===== src/rtl/regfile_pkg.sv =====
// rtl/regfile_pkg.sv - shared types and constants for the multi-port register file
package regfile_pkg;

    localparam int XLEN_DEFAULT = 32;
    localparam int NREG_DEFAULT = 32;

    typedef enum logic {
        IDLE = 1'b0,
        SEND = 1'b1
    } dump_state_e;

    // Index width for a register count; never below one bit.
    function automatic int addr_width(input int n);
        return (n > 1) ? $clog2(n) : 1;
    endfunction

endpackage


===== src/rtl/regfile_dump_ctrl.sv =====
// rtl/regfile_dump_ctrl.sv - sequential dump engine streaming every register over valid/ready
module regfile_dump_ctrl
    import regfile_pkg::*;
#(
    parameter int  XLEN = XLEN_DEFAULT,
    parameter int  NREG = NREG_DEFAULT,
    localparam int AW   = addr_width(NREG)
) (
    input  logic            clk_i,
    input  logic            rst_i,
    input  logic            dump_req_i,
    input  logic            dump_ready_i,
    output logic [AW-1:0]   cap_addr_o,
    input  logic [XLEN-1:0] cap_data_i,
    output logic            dump_busy_o,
    output logic            dump_valid_o,
    output logic [AW-1:0]   dump_idx_o,
    output logic [XLEN-1:0] dump_data_o
);

    dump_state_e   state_q, state_d;
    logic [AW-1:0] idx_q;
    logic [XLEN-1:0] data_q;
    logic          last_beat;

    assign last_beat = (idx_q == AW'(NREG - 1));

    // Next state, plus the index the array is read at for the next capture.
    always_comb begin
        state_d    = state_q;
        cap_addr_o = idx_q + 1'b1;
        case (state_q)
            IDLE: begin
                cap_addr_o = '0;
                if (dump_req_i) state_d = SEND;
            end
            SEND: begin
                if (dump_ready_i && last_beat) state_d = IDLE;
            end
            default: state_d = IDLE;
        endcase
    end

    // State register.
    always_ff @(posedge clk_i or posedge rst_i) begin
        if (rst_i) state_q <= IDLE;
        else       state_q <= state_d;
    end

    // Beat registers: captured on start and on every accept, cleared when the dump ends.
    always_ff @(posedge clk_i or posedge rst_i) begin
        if (rst_i) begin
            idx_q  <= '0;
            data_q <= '0;
        end else begin
            case (state_q)
                IDLE: begin
                    if (dump_req_i) begin
                        idx_q  <= '0;
                        data_q <= cap_data_i;
                    end
                end
                SEND: begin
                    if (dump_ready_i) begin
                        if (last_beat) begin
                            idx_q  <= '0;
                            data_q <= '0;
                        end else begin
                            idx_q  <= cap_addr_o;
                            data_q <= cap_data_i;
                        end
                    end
                end
                default: begin
                    idx_q  <= '0;
                    data_q <= '0;
                end
            endcase
        end
    end

    assign dump_busy_o  = (state_q == SEND);
    assign dump_valid_o = (state_q == SEND);
    assign dump_idx_o   = idx_q;
    assign dump_data_o  = data_q;

endmodule


===== src/rtl/regfile_mp.sv =====
// rtl/regfile_mp.sv - parametrised multi-port register file with bypass, zero register and dump
module regfile_mp
    import regfile_pkg::*;
#(
    parameter int  XLEN     = XLEN_DEFAULT,
    parameter int  NREG     = NREG_DEFAULT,
    parameter int  NRD      = 2,
    parameter int  NWR      = 1,
    parameter int  BYPASS   = 1,
    parameter int  ZERO_REG = 1,
    localparam int AW       = addr_width(NREG)
) (
    input  logic                      clk_i,
    input  logic                      rst_i,
    input  logic [NRD-1:0][AW-1:0]    rd_addr_i,
    output logic [NRD-1:0][XLEN-1:0]  rd_data_o,
    input  logic [NWR-1:0]            wr_en_i,
    input  logic [NWR-1:0][AW-1:0]    wr_addr_i,
    input  logic [NWR-1:0][XLEN-1:0]  wr_data_i,
    input  logic                      dump_req_i,
    output logic                      dump_busy_o,
    output logic                      dump_valid_o,
    input  logic                      dump_ready_i,
    output logic [AW-1:0]             dump_idx_o,
    output logic [XLEN-1:0]           dump_data_o
);

    logic [XLEN-1:0] mem [NREG];
    logic [AW-1:0]   cap_addr;
    logic [XLEN-1:0] cap_data;

    // Array update; later ports overwrite earlier ones so the highest index wins.
    always_ff @(posedge clk_i or posedge rst_i) begin
        if (rst_i) begin
            for (int r = 0; r < NREG; r++) mem[r] <= '0;
        end else begin
            for (int p = 0; p < NWR; p++) begin
                if (wr_en_i[p] && !((ZERO_REG != 0) && (wr_addr_i[p] == '0)))
                    mem[wr_addr_i[p]] <= wr_data_i[p];
            end
        end
    end

    // Read muxes: array value, overridden by matching writes, then forced zero for reg 0.
    always_comb begin
        for (int k = 0; k < NRD; k++) begin
            rd_data_o[k] = mem[rd_addr_i[k]];
            if (BYPASS != 0) begin
                for (int p = 0; p < NWR; p++) begin
                    if (wr_en_i[p] && (wr_addr_i[p] == rd_addr_i[k]))
                        rd_data_o[k] = wr_data_i[p];
                end
            end
            if ((ZERO_REG != 0) && (rd_addr_i[k] == '0))
                rd_data_o[k] = '0;
        end
    end

    // Dump captures see the pre-edge array, never the bypass path.
    assign cap_data = ((ZERO_REG != 0) && (cap_addr == '0)) ? '0 : mem[cap_addr];

    regfile_dump_ctrl #(
        .XLEN (XLEN),
        .NREG (NREG)
    ) u_dump_ctrl (
        .clk_i        (clk_i),
        .rst_i        (rst_i),
        .dump_req_i   (dump_req_i),
        .dump_ready_i (dump_ready_i),
        .cap_addr_o   (cap_addr),
        .cap_data_i   (cap_data),
        .dump_busy_o  (dump_busy_o),
        .dump_valid_o (dump_valid_o),
        .dump_idx_o   (dump_idx_o),
        .dump_data_o  (dump_data_o)
    );

endmodule


===== config.mk =====
export PLATFORM = sky130hd
export DESIGN_NAME = regfile_mp
export DESIGN_NICKNAME = d
export VERILOG_FILES = /design/src/rtl/regfile_pkg.sv /design/src/rtl/regfile_dump_ctrl.sv /design/src/rtl/regfile_mp.sv
export SDC_FILE = /design/constraint.sdc
export NUM_CORES = 2
export LEC_CHECK = 0
export CAP_MARGIN = 20
export CELL_PAD_IN_SITES_DETAIL_PLACEMENT = 0
export CELL_PAD_IN_SITES_GLOBAL_PLACEMENT = 1
export CORE_UTILIZATION = 35
export CTS_CLUSTER_DIAMETER = 200
export DETAILED_ROUTE_END_ITERATION = 8
export HOLD_SLACK_MARGIN = 0.15
export PLACE_DENSITY = 0.61
export SLEW_MARGIN = 25
export SYNTH_ARGS = -nofsm -noshare
export SYNTH_HDL_FRONTEND = slang
export SYNTH_SLANG_ARGS = --single-unit

===== constraint.sdc =====
create_clock -name clk_i -period 46.7 [get_ports clk_i]
set_clock_uncertainty 0.05 [all_clocks]
set_input_delay 7.005 -clock clk_i [delete_from_list [all_inputs] [get_ports clk_i]]
set_output_delay 7.005 -clock clk_i [all_outputs]
set_load 0.05 [all_outputs]

==> flow_metrics.tcl <==
set metrics [dict create \
    drt_wl_total_um 283000 \
    async_set_reset_flop_share_out_of_synthesis 1.00 \
    synth_sequential_area_ratio 0.409 \
    min_period_ns 18.83 \
    critPathKind "primary input to output port" \
    drt-wirelength-per-cell_um 38.2 \
    num_io_pins 155 \
    crit_path_end "rd_data_o[45]" \
    final_common_cell "sky130_fd_sc_hd__dfrtp_1" \
    worst_r2r_path_depth 8 \
    holdBufCountCts 0 \
    clk_pin_slew_worst_paths_ns 0.06 \
    clock_tree_from_tritoncts "yes" \
    hp-class "flop to flop" \
    synth_seq_cells 1062 \
    placementRows 157 \
    die_w_um 433 \
    finalCoreUtilization 0.396 \
    numPortBuffers 154 \
    dr.first_iter.drc_count 4911 \
    ir_worst_vdd_v 0.0000464 \
    via_count 49100 \
    largest_net_degree_at_the_start_of_global_routing 146 \
    fmax_ghz 0.0531 \
    tightest_slew_ns 1.17 \
    met3_usage 0.0581 \
    multiplexer_fraction_of_the_synthesized_cell_area 0.387 \
    crit_start "rd_addr_i[8]" \
    cts_setup_buffers 0 \
    worst-endpoint-required_ns 39.65 \
    finalNetCount 4871 \
    number_of_synthesized_flops_with_an_enable_pin 0 \
    timing.critical_path.from_type "primary input" \
    pre_cts_ws_ns 27.92 \
    globalRoute.busiestLayer "met2" \
    synth_xor_xnor_area_share 0.00162 \
    pwr_density_nw_per_um2 51.2 \
    setup-violations-final 0 \
    slowest_stage "sky130_fd_sc_hd__clkdlybuf4s50_1" \
    reg2reg_to "u_dump_ctrl.dump_data_o[30]$_DFFE_PP0P_" \
    mappedNetlistArea_um2 64900 \
    cells_along_the_critical_path "clkdlybuf4s50_1 -> or3_2 -> nor3_1 -> o21ba_2 -> buf_4 -> a32oi_1 -> nand2_1 -> clkdlybuf4s50_1" \
    gp_congestion 0.860 \
    number_of_buffers_between_clock_root_and_the_deepest_sink 3 \
    vias_in_the_first_global_route 48900 \
    critical_path_arrival_ns 11.78 \
    switchingPower_mw 1.44 \
    critical_path.top_delay_family "buffers and inverters" \
    grt_use_met2 0.467 \
    antenna_violations_before_repair 12 \
    max-cap-violations 0 \
    r2r_setup_slack_ns 41.49 \
    path_common_cell "sky130_fd_sc_hd__clkdlybuf4s50_1" \
    setup_ws_ns 27.87 \
    worst_slew_margin_rel 0.217 \
    run_status "finished clean" \
    total_leakage_power_nw 29.6 \
    first_pass_grt_wire_length_um 398000 \
    cts-resized-gates 0 \
    die_height_um 433 \
    final.fill_count 17200 \
    cp.depth 8 \
    synthSimpleGateAreaFrac 0.0519 \
    synth_top_family_by_area "multiplexers" \
    initial_utilization 0.353 \
    detail_route.drc_violations 0 \
    die-area_um2 187000 \
    power.share.clock 0.276 \
    synth.lib_cells_used.distinct 67 \
    p_int_mw 2.28 \
    synthAdderAreaFrac 0.000386 \
    area_growth_syn_to_layout_pct 12.0 \
    met1_usage 0.384 \
    placeableCoreArea_um2 184000 \
    most_used_cells_in_the_layout_excluding_fill_and_tap_cells "sky130_fd_sc_hd__dfrtp_1, sky130_fd_sc_hd__mux2_2, sky130_fd_sc_hd__mux4_2" \
    crit_path_end_kind "output port" \
    post-dp-hpwl_um 156000 \
    grt_setup_unrepaired "no" \
    syn_nets 5069 \
    drive_gt1_frac 0.403 \
    grt_util_all_layers 0.300 \
    cts-root-buf "sky130_fd_sc_hd__clkbuf_16" \
    setup-tns-final_ns 0 \
    clock-sinks 1062 \
    critical_path_peak_fanout 32 \
    power.share.combinational 0.376 \
    finalHoldViolations 0 \
    final_antenna_net_count 0 \
    number_of_iterations_in_the_first_detailed_routing_pass 6 \
    clkLatencyLatePin_ns 0.77 \
    layout_worst_path_cycle_share 0.403 \
    synth_area_per_cell_um2 12.9 \
    synth_ff_type "sky130_fd_sc_hd__dfrtp_1" \
    synth_cells 5015 \
    number_of_max_slew_violations_in_the_final_report 0 \
    route.detailed.vias_per_inst 6.63 \
    crit-reg2reg-launch "u_dump_ctrl.dump_idx_o[0]$_DFFE_PP0P_" \
    worst-path-buf-inv 3 \
    synth_compound_gate_area_share 0.106 \
    sw_frac_of_total 0.387 \
    cts_inserted_buffers 119 \
    clock_tree.htree_level_count 3 \
    timing.critical_path.slowest_cell_delay_ns 0.99 \
    grt_overflow_total 0 \
    p_seq_frac 0.348 \
    ys.warnings.count 0 \
]
## synth_stat cells, drive strengths merged (3+ instances only)
library cell | number | area (um2)
buf | 305 | 1640
o211ai | 33 | 248
and2 | 125 | 782
or3 | 3 | 18.8
mux4 | 525 | 11800
o22ai | 199 | 1240
nor2 | 127 | 487
nor2b | 11 | 68.8
a21boi | 3 | 22.5
a311oi | 62 | 543
nand3b | 10 | 75.1
o2111ai | 61 | 534
a22oi | 55 | 413
mux2i | 170 | 1710
inv | 4 | 15.0
mux2 | 1028 | 11600
a211oi | 249 | 1870
nor3b | 8 | 65.1
a32o | 52 | 521
a22o | 3 | 26.3
and3 | 65 | 407
o21ai | 69 | 345
nand3 | 35 | 175
dfrtp | 1062 | 26600
or2b | 4 | 30.0
a31o | 31 | 272
a21oi | 3 | 15.0
clkbuf | 310 | 1170
a32oi | 12 | 105
o311a | 30 | 300
xnor2 | 8 | 70.1
o221ai | 33 | 289
xor2 | 4 | 35.0
nor3 | 7 | 45.0
o2bb2ai | 3 | 26.3
nand2b | 42 | 263
nand2 | 242 | 908
## flip-flops by register name, indices dropped and copies added, names as in the netlist
name,flops
mem,1024
u_dump_ctrl.dump_data_o,32
u_dump_ctrl.dump_busy_o,1
u_dump_ctrl.dump_idx_o,5
## metal layers
metal  routed length (um)  up-vias
met5                   32        -
met3                22300      779
met4                19700        4
li1                     -    19400
met1               111000    26300
met2               130000     2572
## cell families (layout without fill, tap and decap cells)
logic type / count (synthesis) / count (layout)
buffers and inverters: 619 / 526
other: 0 / 13
and+or+nand+nor: 685 / 685
muxes: 1723 / 1723
adders and majority gates: 2 / 2
AOI/OAI and AO/OA: 912 / 912
xor gates and xnor gates: 12 / 12
DFF: 1062 / 1062
## how the worst min path moves through the flow
stage	start	endpoint	slack, ns	depth (start not counted)
2_1_floorplan	mem[1000]$_DFFE_PP0P_	mem[1000]$_DFFE_PP0P_	0.41	1
5_1_grt	mem[1003]$_DFFE_PP0P_	mem[1003]$_DFFE_PP0P_	0.38	0
3_3_place_gp	mem[1009]$_DFFE_PP0P_	mem[1009]$_DFFE_PP0P_	0.35	0
6_report	mem[1020]$_DFFE_PP0P_	mem[1020]$_DFFE_PP0P_	0.37	0
3_5_place_dp	mem[997]$_DFFE_PP0P_	mem[997]$_DFFE_PP0P_	0.35	0
4_1_cts	mem[1020]$_DFFE_PP0P_	mem[1020]$_DFFE_PP0P_	0.37	0
## power groups by stage
stage	Clock (mW)	Sequential [mW]	Combinational, mW
after global placement	0	1.30	1.37
after floorplan	0	1.28	0.904
after detailed placement	0	1.30	1.38
after global routing	1.07	1.32	1.45
after CTS	1.04	1.29	1.38
final	1.03	1.29	1.40
## per-stage QoR
stage               hold WS [ns]  cells  cell area [um2]  power (mW)
global placement           0.348   7156            68300        2.66
global route               0.375   7394            72700        3.84
finish                     0.367   7399            72700        3.72
detailed placement         0.354   7159            68400        2.68
CTS                        0.367   7385            72600        3.70
floorplan                  0.409   5015            64900        2.18
## worst register-to-register path, cell delays in order, from the launching register on
cell and delay (ns):
sky130_fd_sc_hd__dfrtp_4 0.91, sky130_fd_sc_hd__ha_1 0.59, sky130_fd_sc_hd__nand2_4 0.71, sky130_fd_sc_hd__buf_4 0.71, sky130_fd_sc_hd__buf_4 1.01, sky130_fd_sc_hd__a211oi_1 0.25
sky130_fd_sc_hd__a311oi_1 0.51, sky130_fd_sc_hd__o21ai_0 0.18, sky130_fd_sc_hd__o2111ai_1 0.18
## final cells by class
class                   count  area [um2]  area share
diodes                     13        32.5    0.000447
clock buffers             189        3750      0.0515
clock inverters            37         484     0.00666
inverters                   4        27.5    0.000379
multi-input cells        3334       36000       0.495
flip-flops and latches   1062       26600       0.366
well taps                2464        3080      0.0424
repair buffers            296        2780      0.0383
Note: power is estimated with default switching activity, not from simulation.
